<file path="src/rtl/edp_pkg.sv">
// Shared selector encodings, adder function codes and FM parity helper for
// the EDP slice.
package edp_pkg;

  typedef enum logic [1:0] {AR_AD, AR_CACHE, AR_SH, AR_FM}          ar_sel_e;
  typedef enum logic [1:0] {ARX_AD, ARX_CACHE, ARX_SH, ARX_MQ}      arx_sel_e;
  typedef enum logic [1:0] {MQ_HOLD, MQ_LOAD, MQ_SHL, MQ_SHR}       mq_sel_e;
  typedef enum logic [1:0] {MQM_AD, MQM_SH, MQM_CACHE, MQM_ZERO}    mqm_sel_e;
  typedef enum logic [1:0] {ADA_AR, ADA_ARX, ADA_MQ, ADA_PC}        ada_sel_e;
  typedef enum logic [1:0] {ADB_FM, ADB_BR, ADB_BRX, ADB_ONES}      adb_sel_e;
  typedef enum logic [2:0] {DIAG_AR, DIAG_ARX, DIAG_BR, DIAG_BRX,
                            DIAG_MQ, DIAG_FM, DIAG_AD, DIAG_ZERO}   diag_sel_e;

  // Arithmetic codes: [3:2] picks X, [1:0] picks Y; subtract needs cin = 1.
  localparam logic [3:0] AD_A          = 4'h0;
  localparam logic [3:0] AD_A_PLUS_B   = 4'h1;
  localparam logic [3:0] AD_A_MINUS_B  = 4'h2;
  localparam logic [3:0] AD_A_MINUS_1  = 4'h3;
  localparam logic [3:0] AD_AND_PLUS_B = 4'h5;
  localparam logic [3:0] AD_OR_PLUS_1S = 4'hF;
  // Boolean codes: result bit = ad_func[{a,b}].
  localparam logic [3:0] AD_BOOL_ZERO  = 4'h0;
  localparam logic [3:0] AD_BOOL_XOR   = 4'h6;
  localparam logic [3:0] AD_BOOL_AND   = 4'h8;
  localparam logic [3:0] AD_BOOL_B     = 4'hA;
  localparam logic [3:0] AD_BOOL_A     = 4'hC;
  localparam logic [3:0] AD_BOOL_OR    = 4'hE;

  function automatic logic parity_bit(input logic [35:0] d, input logic odd);
    return (^d) ^ odd;
  endfunction

endpackage

</file>
<file path="src/rtl/edp_fm.sv">
// Fast-memory AC array: asynchronous read, stored parity per word, and a
// sticky parity error that survives until cleared or reset.
module edp_fm
  import edp_pkg::*;
#(
  parameter int W         = 6,
  parameter int FM_BLOCKS = 8,
  parameter int FM_ACS    = 16,
  parameter int PAR_ODD   = 1,
  localparam int BW = (FM_BLOCKS > 1) ? $clog2(FM_BLOCKS) : 1,
  localparam int AW = (FM_ACS > 1) ? $clog2(FM_ACS) : 1
) (
  input  logic          clk,
  input  logic          rst_l,
  input  logic [BW-1:0] blk,
  input  logic [AW-1:0] adr,
  input  logic          wr_en,
  input  logic [W-1:0]  wr_data,
  input  logic          check,
  input  logic          err_clr,
  output logic [W-1:0]  rd_data,
  output logic          rd_par,
  output logic          par_err
);

  localparam int DEPTH = FM_BLOCKS * FM_ACS;
  localparam int IW    = (DEPTH > 1) ? $clog2(DEPTH) : 1;

  logic [W:0]    fm_mem [DEPTH];
  logic [IW-1:0] idx;
  logic          in_range;
  logic [W:0]    rd_word;
  logic          par_bad;

  assign idx      = IW'(blk) * IW'(FM_ACS) + IW'(adr);
  assign in_range = (int'(blk) < FM_BLOCKS) && (int'(adr) < FM_ACS);
  assign rd_word  = in_range ? fm_mem[idx] : '0;
  assign rd_data  = rd_word[W:1];
  assign rd_par   = rd_word[0];
  assign par_bad  = rd_word[0] != parity_bit(36'(rd_word[W:1]), PAR_ODD != 0);

  // Contents are deliberately not reset so they survive a slice reset.
  always_ff @(posedge clk) begin
    if (wr_en && in_range)
      fm_mem[idx] <= {wr_data, parity_bit(36'(wr_data), PAR_ODD != 0)};
  end

  // Set has priority over clear so a fresh error is never lost.
  always_ff @(posedge clk) begin
    if (!rst_l)
      par_err <= 1'b0;
    else if (check && in_range && par_bad)
      par_err <= 1'b1;
    else if (err_clr)
      par_err <= 1'b0;
  end

endmodule

</file>
<file path="src/rtl/edp_slice_n.sv">
// W-bit execution data-path slice: AR/ARX/BR/BRX/MQ, boolean/arithmetic adder
// with group carry terms, FM array and registered EBUS/diagnostic readback.
module edp_slice_n
  import edp_pkg::*;
#(
  parameter int W         = 6,
  parameter int FM_BLOCKS = 8,
  parameter int FM_ACS    = 16,
  parameter int PAR_ODD   = 1,
  localparam int BW = (FM_BLOCKS > 1) ? $clog2(FM_BLOCKS) : 1,
  localparam int AW = (FM_ACS > 1) ? $clog2(FM_ACS) : 1
) (
  input  logic          clk_edp_h,
  input  logic          edp_reset_l,
  input  logic [1:0]    ar_sel,
  input  logic          ar_load_h,
  input  logic          arx_load_h,
  input  logic          br_load_h,
  input  logic          brx_load_h,
  input  logic [1:0]    arx_sel,
  input  logic [1:0]    mq_sel,
  input  logic [1:0]    mqm_sel,
  input  logic          mq_shin_lo_h,
  input  logic          mq_shin_hi_h,
  output logic          mq_shout_hi_h,
  output logic          mq_shout_lo_h,
  input  logic [W-1:0]  cache_data_h,
  input  logic [W-1:0]  sh_h,
  input  logic [W-1:0]  vma_held_or_pc_h,
  input  logic [1:0]    ada_sel,
  input  logic          ada_dis_h,
  input  logic [1:0]    adb_sel,
  input  logic          ad_boole_h,
  input  logic [3:0]    ad_func,
  input  logic          ad_cry_in_h,
  output logic [W-1:0]  ad_h,
  output logic          ad_cry_out_h,
  output logic          ad_cg_h,
  output logic          ad_cp_h,
  output logic          ad_ovf_h,
  output logic          ad_eq0_h,
  output logic [W-1:0]  ar_h,
  output logic [W-1:0]  arx_h,
  output logic [W-1:0]  br_h,
  output logic [W-1:0]  brx_h,
  output logic [W-1:0]  mq_h,
  input  logic [BW-1:0] fm_block,
  input  logic [AW-1:0] fm_adr,
  input  logic          fm_write_l,
  input  logic          fm_check_h,
  input  logic          fm_err_clr_h,
  output logic          fm_par_err_h,
  output logic          fm_parity_h,
  input  logic          ebus_drive_h,
  input  logic          diag_read_h,
  input  logic [2:0]    diag_sel,
  output logic [W-1:0]  ebus_d_h
);

  logic [W-1:0] ar, arx, br, brx, mq, ebus_p1;
  logic [W-1:0] fm_rd, ada, adb, x_op, y_op, bool_f, ad;
  logic [W-1:0] arm, arxm, mqm, diag;
  logic [W:0]   gen_full, sum_full;
  logic         msb_cin;

  edp_fm #(
    .W(W), .FM_BLOCKS(FM_BLOCKS), .FM_ACS(FM_ACS), .PAR_ODD(PAR_ODD)
  ) u_fm (
    .clk     (clk_edp_h),
    .rst_l   (edp_reset_l),
    .blk     (fm_block),
    .adr     (fm_adr),
    .wr_en   (!fm_write_l),
    .wr_data (ar),
    .check   (fm_check_h),
    .err_clr (fm_err_clr_h),
    .rd_data (fm_rd),
    .rd_par  (fm_parity_h),
    .par_err (fm_par_err_h)
  );

  always_comb begin
    ada = '0;
    if (!ada_dis_h) begin
      case (ada_sel_e'(ada_sel))
        ADA_AR:  ada = ar;
        ADA_ARX: ada = arx;
        ADA_MQ:  ada = mq;
        ADA_PC:  ada = vma_held_or_pc_h;
        default: ada = '0;
      endcase
    end
    case (adb_sel_e'(adb_sel))
      ADB_FM:  adb = fm_rd;
      ADB_BR:  adb = br;
      ADB_BRX: adb = brx;
      default: adb = '1;
    endcase
  end

  always_comb begin
    case (ad_func[3:2])
      2'd0:    x_op = ada;
      2'd1:    x_op = ada & adb;
      2'd2:    x_op = ada & ~adb;
      default: x_op = ada | adb;
    endcase
    case (ad_func[1:0])
      2'd0:    y_op = '0;
      2'd1:    y_op = adb;
      2'd2:    y_op = ~adb;
      default: y_op = '1;
    endcase
    bool_f = '0;
    for (int i = 0; i < W; i++)
      bool_f[i] = ad_func[{ada[i], adb[i]}];
  end

  // Generate is the carry with cin held at 0; the cin add cannot overflow W+1 bits.
  assign gen_full = {1'b0, x_op} + {1'b0, y_op};
  assign sum_full = gen_full + {{W{1'b0}}, ad_cry_in_h};
  assign msb_cin  = x_op[W-1] ^ y_op[W-1] ^ sum_full[W-1];

  assign ad           = ad_boole_h ? bool_f : sum_full[W-1:0];
  assign ad_h         = ad;
  assign ad_cry_out_h = !ad_boole_h && sum_full[W];
  assign ad_cg_h      = !ad_boole_h && gen_full[W];
  assign ad_cp_h      = !ad_boole_h && (&(x_op ^ y_op));
  assign ad_ovf_h     = !ad_boole_h && (msb_cin ^ sum_full[W]);
  assign ad_eq0_h     = (ad == '0);

  always_comb begin
    case (ar_sel_e'(ar_sel))
      AR_AD:    arm = ad;
      AR_CACHE: arm = cache_data_h;
      AR_SH:    arm = sh_h;
      default:  arm = fm_rd;
    endcase
    case (arx_sel_e'(arx_sel))
      ARX_AD:    arxm = ad;
      ARX_CACHE: arxm = cache_data_h;
      ARX_SH:    arxm = sh_h;
      default:   arxm = mq;
    endcase
    case (mqm_sel_e'(mqm_sel))
      MQM_AD:    mqm = ad;
      MQM_SH:    mqm = sh_h;
      MQM_CACHE: mqm = cache_data_h;
      default:   mqm = '0;
    endcase
    case (diag_sel_e'(diag_sel))
      DIAG_AR:  diag = ar;
      DIAG_ARX: diag = arx;
      DIAG_BR:  diag = br;
      DIAG_BRX: diag = brx;
      DIAG_MQ:  diag = mq;
      DIAG_FM:  diag = fm_rd;
      DIAG_AD:  diag = ad;
      default:  diag = '0;
    endcase
  end

  // Register stage: every source sees pre-edge values, so AR := f(AR) is safe.
  always_ff @(posedge clk_edp_h) begin
    if (!edp_reset_l) begin
      ar      <= '0;
      arx     <= '0;
      br      <= '0;
      brx     <= '0;
      mq      <= '0;
      ebus_p1 <= '0;
    end else begin
      if (ar_load_h)  ar  <= arm;
      if (arx_load_h) arx <= arxm;
      if (br_load_h)  br  <= ar;
      if (brx_load_h) brx <= arx;
      case (mq_sel_e'(mq_sel))
        MQ_LOAD: mq <= mqm;
        MQ_SHL:  mq <= {mq[W-2:0], mq_shin_lo_h};
        MQ_SHR:  mq <= {mq_shin_hi_h, mq[W-1:1]};
        default: mq <= mq;
      endcase
      ebus_p1 <= ebus_drive_h ? (diag_read_h ? diag : ad) : '0;
    end
  end

  assign ar_h          = ar;
  assign arx_h         = arx;
  assign br_h          = br;
  assign brx_h         = brx;
  assign mq_h          = mq;
  assign ebus_d_h      = ebus_p1;
  assign mq_shout_hi_h = mq[W-1];
  assign mq_shout_lo_h = mq[0];

endmodule

</file>
<file path="config.mk">
export PLATFORM = sky130hd
export DESIGN_NAME = edp_slice_n
export DESIGN_NICKNAME = d
export VERILOG_FILES = /design/src/rtl/edp_pkg.sv /design/src/rtl/edp_fm.sv /design/src/rtl/edp_slice_n.sv
export SDC_FILE = /design/constraint.sdc
export NUM_CORES = 1
export LEC_CHECK = 0
export ABC_CLOCK_PERIOD_IN_PS = 9200
export BUFFER_PORTS_ARGS = -buffer_cell sky130_fd_sc_hd__buf_2
export CELL_PAD_IN_SITES_DETAIL_PLACEMENT = 0
export CELL_PAD_IN_SITES_GLOBAL_PLACEMENT = 1
export CORE_AREA = 3 3 324 262
export CTS_BUF_LIST = sky130_fd_sc_hd__clkbuf_8
export CTS_CLUSTER_DIAMETER = 200
export DETAILED_ROUTE_END_ITERATION = 7
export DIE_AREA = 0 0 327 265
export GPL_ROUTABILITY_DRIVEN = 0
export MAX_ROUTING_LAYER = met4
export PLACE_DENSITY_LB_ADDON = 0.1
export RECOVER_POWER = 100
export SLEW_MARGIN = 20
export SYNTH_ARGS = -nofsm -noshare
export SYNTH_HDL_FRONTEND = slang
export SYNTH_SLANG_ARGS = --single-unit
export TNS_END_PERCENT = 5
</file>
<file path="constraint.sdc">
create_clock -name clk_edp_h -period 9.2 [get_ports clk_edp_h]
set_input_delay 0.46 -clock clk_edp_h [delete_from_list [all_inputs] [get_ports clk_edp_h]]
set_output_delay 0.46 -clock clk_edp_h [all_outputs]
set_load 0.1 [all_outputs]
</file>
==> metrics.yaml <==
status: "complete, but fails checks"
violations: "capacitance limit, slew limit"
synth_flop_cell: "edfxtp_1"
root_buffer: "clkbuf_8"
slew_headroom_pct: -206
fin_ws_ns: 0.847
syn_to_final_growth_pct: 11.4
pre_cts_ws_ns: 1.24
cp-end-kind: "primary output"
post-route-util_pct: 53.4
fp-row-count: 94
crit_type: "in2out"
cp_slowest_stage_delay_ns: 0.89
ys_ff_latch: 933
drtIter0Drc: 4155
final_cells: 3987
port_buffers: 110
synth.area.mux_share_pct: 6.69
wl_um: 133000
grt_use_total_pct: 31.4
final-setup-viol-count: 0
cap_viol_max_count: 14
grt_pass1_wl_um: 189000
core_um2: 82000
hold_viol_final: 0
synth_xor_area_share_pct: 0.570
fp.dieH_um: 265
cp_slowest_cell: "nor2b_4"
synth_top_family_by_area: "compound AO/OA/AOI/OAI gates"
cts_made_buffers: 149
dieArea_um2: 86700
hold_depth: 3
die_width_um: 327
clkTransAtPathRegs_ns: 0.07
grt_max_degree: 101
drive_gt1_share_pct: 16.2
htreeDepth: 4
fin_setup_tns_ns: 0
ff2ff_path_depth: 5
wl_per_cell_um: 33.4
cts_resized: 0
grt_pass1_vias: 25337
final_max_slew_viol_count: 925
crit_required_ns: 8.74
worst_setup_path_start_kind: "input port"
vias: 26309
powerDensity_nw_per_um2: 215
cts_hold_buf: 19
grt_antenna_before_repair: 2
fin_crit_sh_pct: 90.8
synth_edf_count: 896
clock-sinks: 933
synthesis.nets: 2670
crit_fanout: 79
max_freq_mhz: 120
power.leakage_nw: 14.1
worstSkewPairLatency_ns: 0.83
fin_skew_ns: 0.0386
cts_tree: "built"
ir_worst_vdd_mv: 0.138
synth_area_um2: 39300
ctsLongestPathBuffers: 3
nNetsFinal: 2841
rsz0062_at_grt: "false"
drc_errors: 0
cts_setup_buffers: 0
syn-instance-count: 2598
worstPathCellList: "buf_8 > nor2b_4 > buf_12 > a221oi_1 > o21ai_0 > a221oi_1 > o211ai_1 > o31a_1 > xor2_1 > a21oi_1 > nor2_1 > or2_1 > ha_1 > a21o_1 > a21oi_1 > xnor2_1 > nor4b_1 > xnor2_1 > o32a_1 > o221a_1 > and4b_1 > clkbuf_2"
initial_core_util_pct: 48.0
yosysUniqueCellTypes: 100
crit_arrival_ns: 7.89
ys_warn_count: 0
design.portCount: 111
viasPerCell: 6.60
hpwlAfterDp_um: 84300
synth_seq_area_share_pct: 70.3
grt_overflow: 0
synth_area_per_cell_um2: 15.1
yosys.area_share.adder_pct: 0.401
yosys.area_share.simple_pct: 6.30
worst_pin_slew_ns: 4.59
hp-class: "in2reg"
period_minus_slack_ns: 8.35
antenna_left: 0
firstDrtPassIters: 6
placedCellCount: 3703
synth_compound_area_share_pct: 12.9
ys_async_sr_fraction_pct: 0
through the flow:
step	power (mW)	hold WS [ns]	cell area, um^2
CTS	9.40	0.00407	44000
detailed placement	6.12	0.522	41100
floorplan	5.69	0.608	39300
global route	9.68	0.0683	43800
global placement	6.11	0.515	41100
finish	9.41	0.0697	43800
cells in the mapped netlist, types with 21 or more instances:
library cell  instances  area share (%)
nand3_1              25            0.32
mux2_2               65             1.9
a221oi_1            149             3.3
mux2i_1              77             2.0
o21ai_0              70            0.89
edfxtp_1            896              68
inv_1                27            0.26
buf_2                69            0.88
clkbuf_1             72            0.69
a21oi_1             113             1.4
mux4_2               46             2.6
nor2b_1              32            0.51
o221ai_1             21            0.47
nor3_1               31            0.39
dfxtp_1              37             1.9
o22ai_1              33            0.53
a22oi_1              92             1.8
buf_4                22            0.42
a211oi_1             22            0.42
nand2_1             124             1.2
nand2b_1             26            0.41
nor2_1              206             2.0
path summary, 6_finish.rpt:
kind / startpoint / to / slack, ns
setup / recovery: fm_adr[2] / ad_eq0_h / 0.85
hold / removal: arx_load_h / arx_h[4] / 0.07
setup reg to reg: ar_h[2] / u_fm.fm_mem[12][0] / 2.29
hold reg to reg: brx_h[5] / brx_h[5] / 0.58
sequential cells by signal (all words and copies together), names as in the netlist:
signal / cells
brx_h: 6
u_fm.par_err: 1
ebus_d_h: 6
mq_h: 6
br_h: 6
ar_h: 6
u_fm.fm_mem: 896
arx_h: 6
kinds of logic after synthesis:
| kind of cell | count (synthesis) |
|---|---|
| AO/OA/AOI/OAI | 685 |
| AND/OR/NAND/NOR | 526 |
| buffers and inverters | 222 |
| multiplexers | 196 |
| adder cells (fa/ha/maj) | 12 |
| flip-flops | 933 |
| XOR/XNOR | 24 |
critical path: cells and delay by family:
family / cells / cell delay (ns)
buffers and inverters: 3 / 1.23
and+or+nand+nor: 5 / 1.96
AOI/OAI and AO/OA: 10 / 3.23
adders and majority gates: 1 / 0.30
xor gates and xnor gates: 3 / 0.58
power breakdown:
group          total (mW)  internal [mW]  leakage [nW]  switching, mW
Sequential           4.94           4.87          8.30         0.0754
Combinational        1.14          0.264          4.22          0.875
Clock                3.33           1.67          1.54           1.66
Total                9.41           6.80          14.1           2.61
cell type report:
cell class / count / area [um^2]
Antenna cell: 1 / 2.50
Clock buffer: 154 / 2120
Clock inverter: 110 / 584
Fill cell: 6788 / 38200
Inverter: 30 / 113
Multi-Input combinational cell: 1443 / 10600
Sequential cell: 933 / 27600
Tap cell: 1104 / 1380
Timing Repair Buffer: 212 / 1340
per-layer routing:
| layer | global-route usage (%) | part of all wire, % | vias to the layer above |
|---|---|---|---|
| li1 | - | - | 10821 |
| met1 | 46.0 | 43 | 13568 |
| met2 | 43.1 | 43 | 1703 |
| met3 | 7.81 | 11 | 217 |
| met4 | 9.95 | 2.7 | 0 |
| met5 | - | 0 | - |
cells in the final DEF (no fill, tap or decap), drive strengths merged, types with 19 or more instances in the layout:
cell type	instances
nand3	25
nor3	31
o22ai	33
a22oi	93
and2	21
o221ai	21
edfxtp	896
inv	74
mux2i	78
clkinv	57
mux4	46
o21ai	79
a211oi	25
a21oi	115
mux2	72
nor2	207
clkbuf	224
nor2b	34
nand2b	26
a221oi	149
nand2	124
dfxtp	37
buf	123
dlygate4sd3	19
No activity file was read; power rests on OpenSTA's default activity.
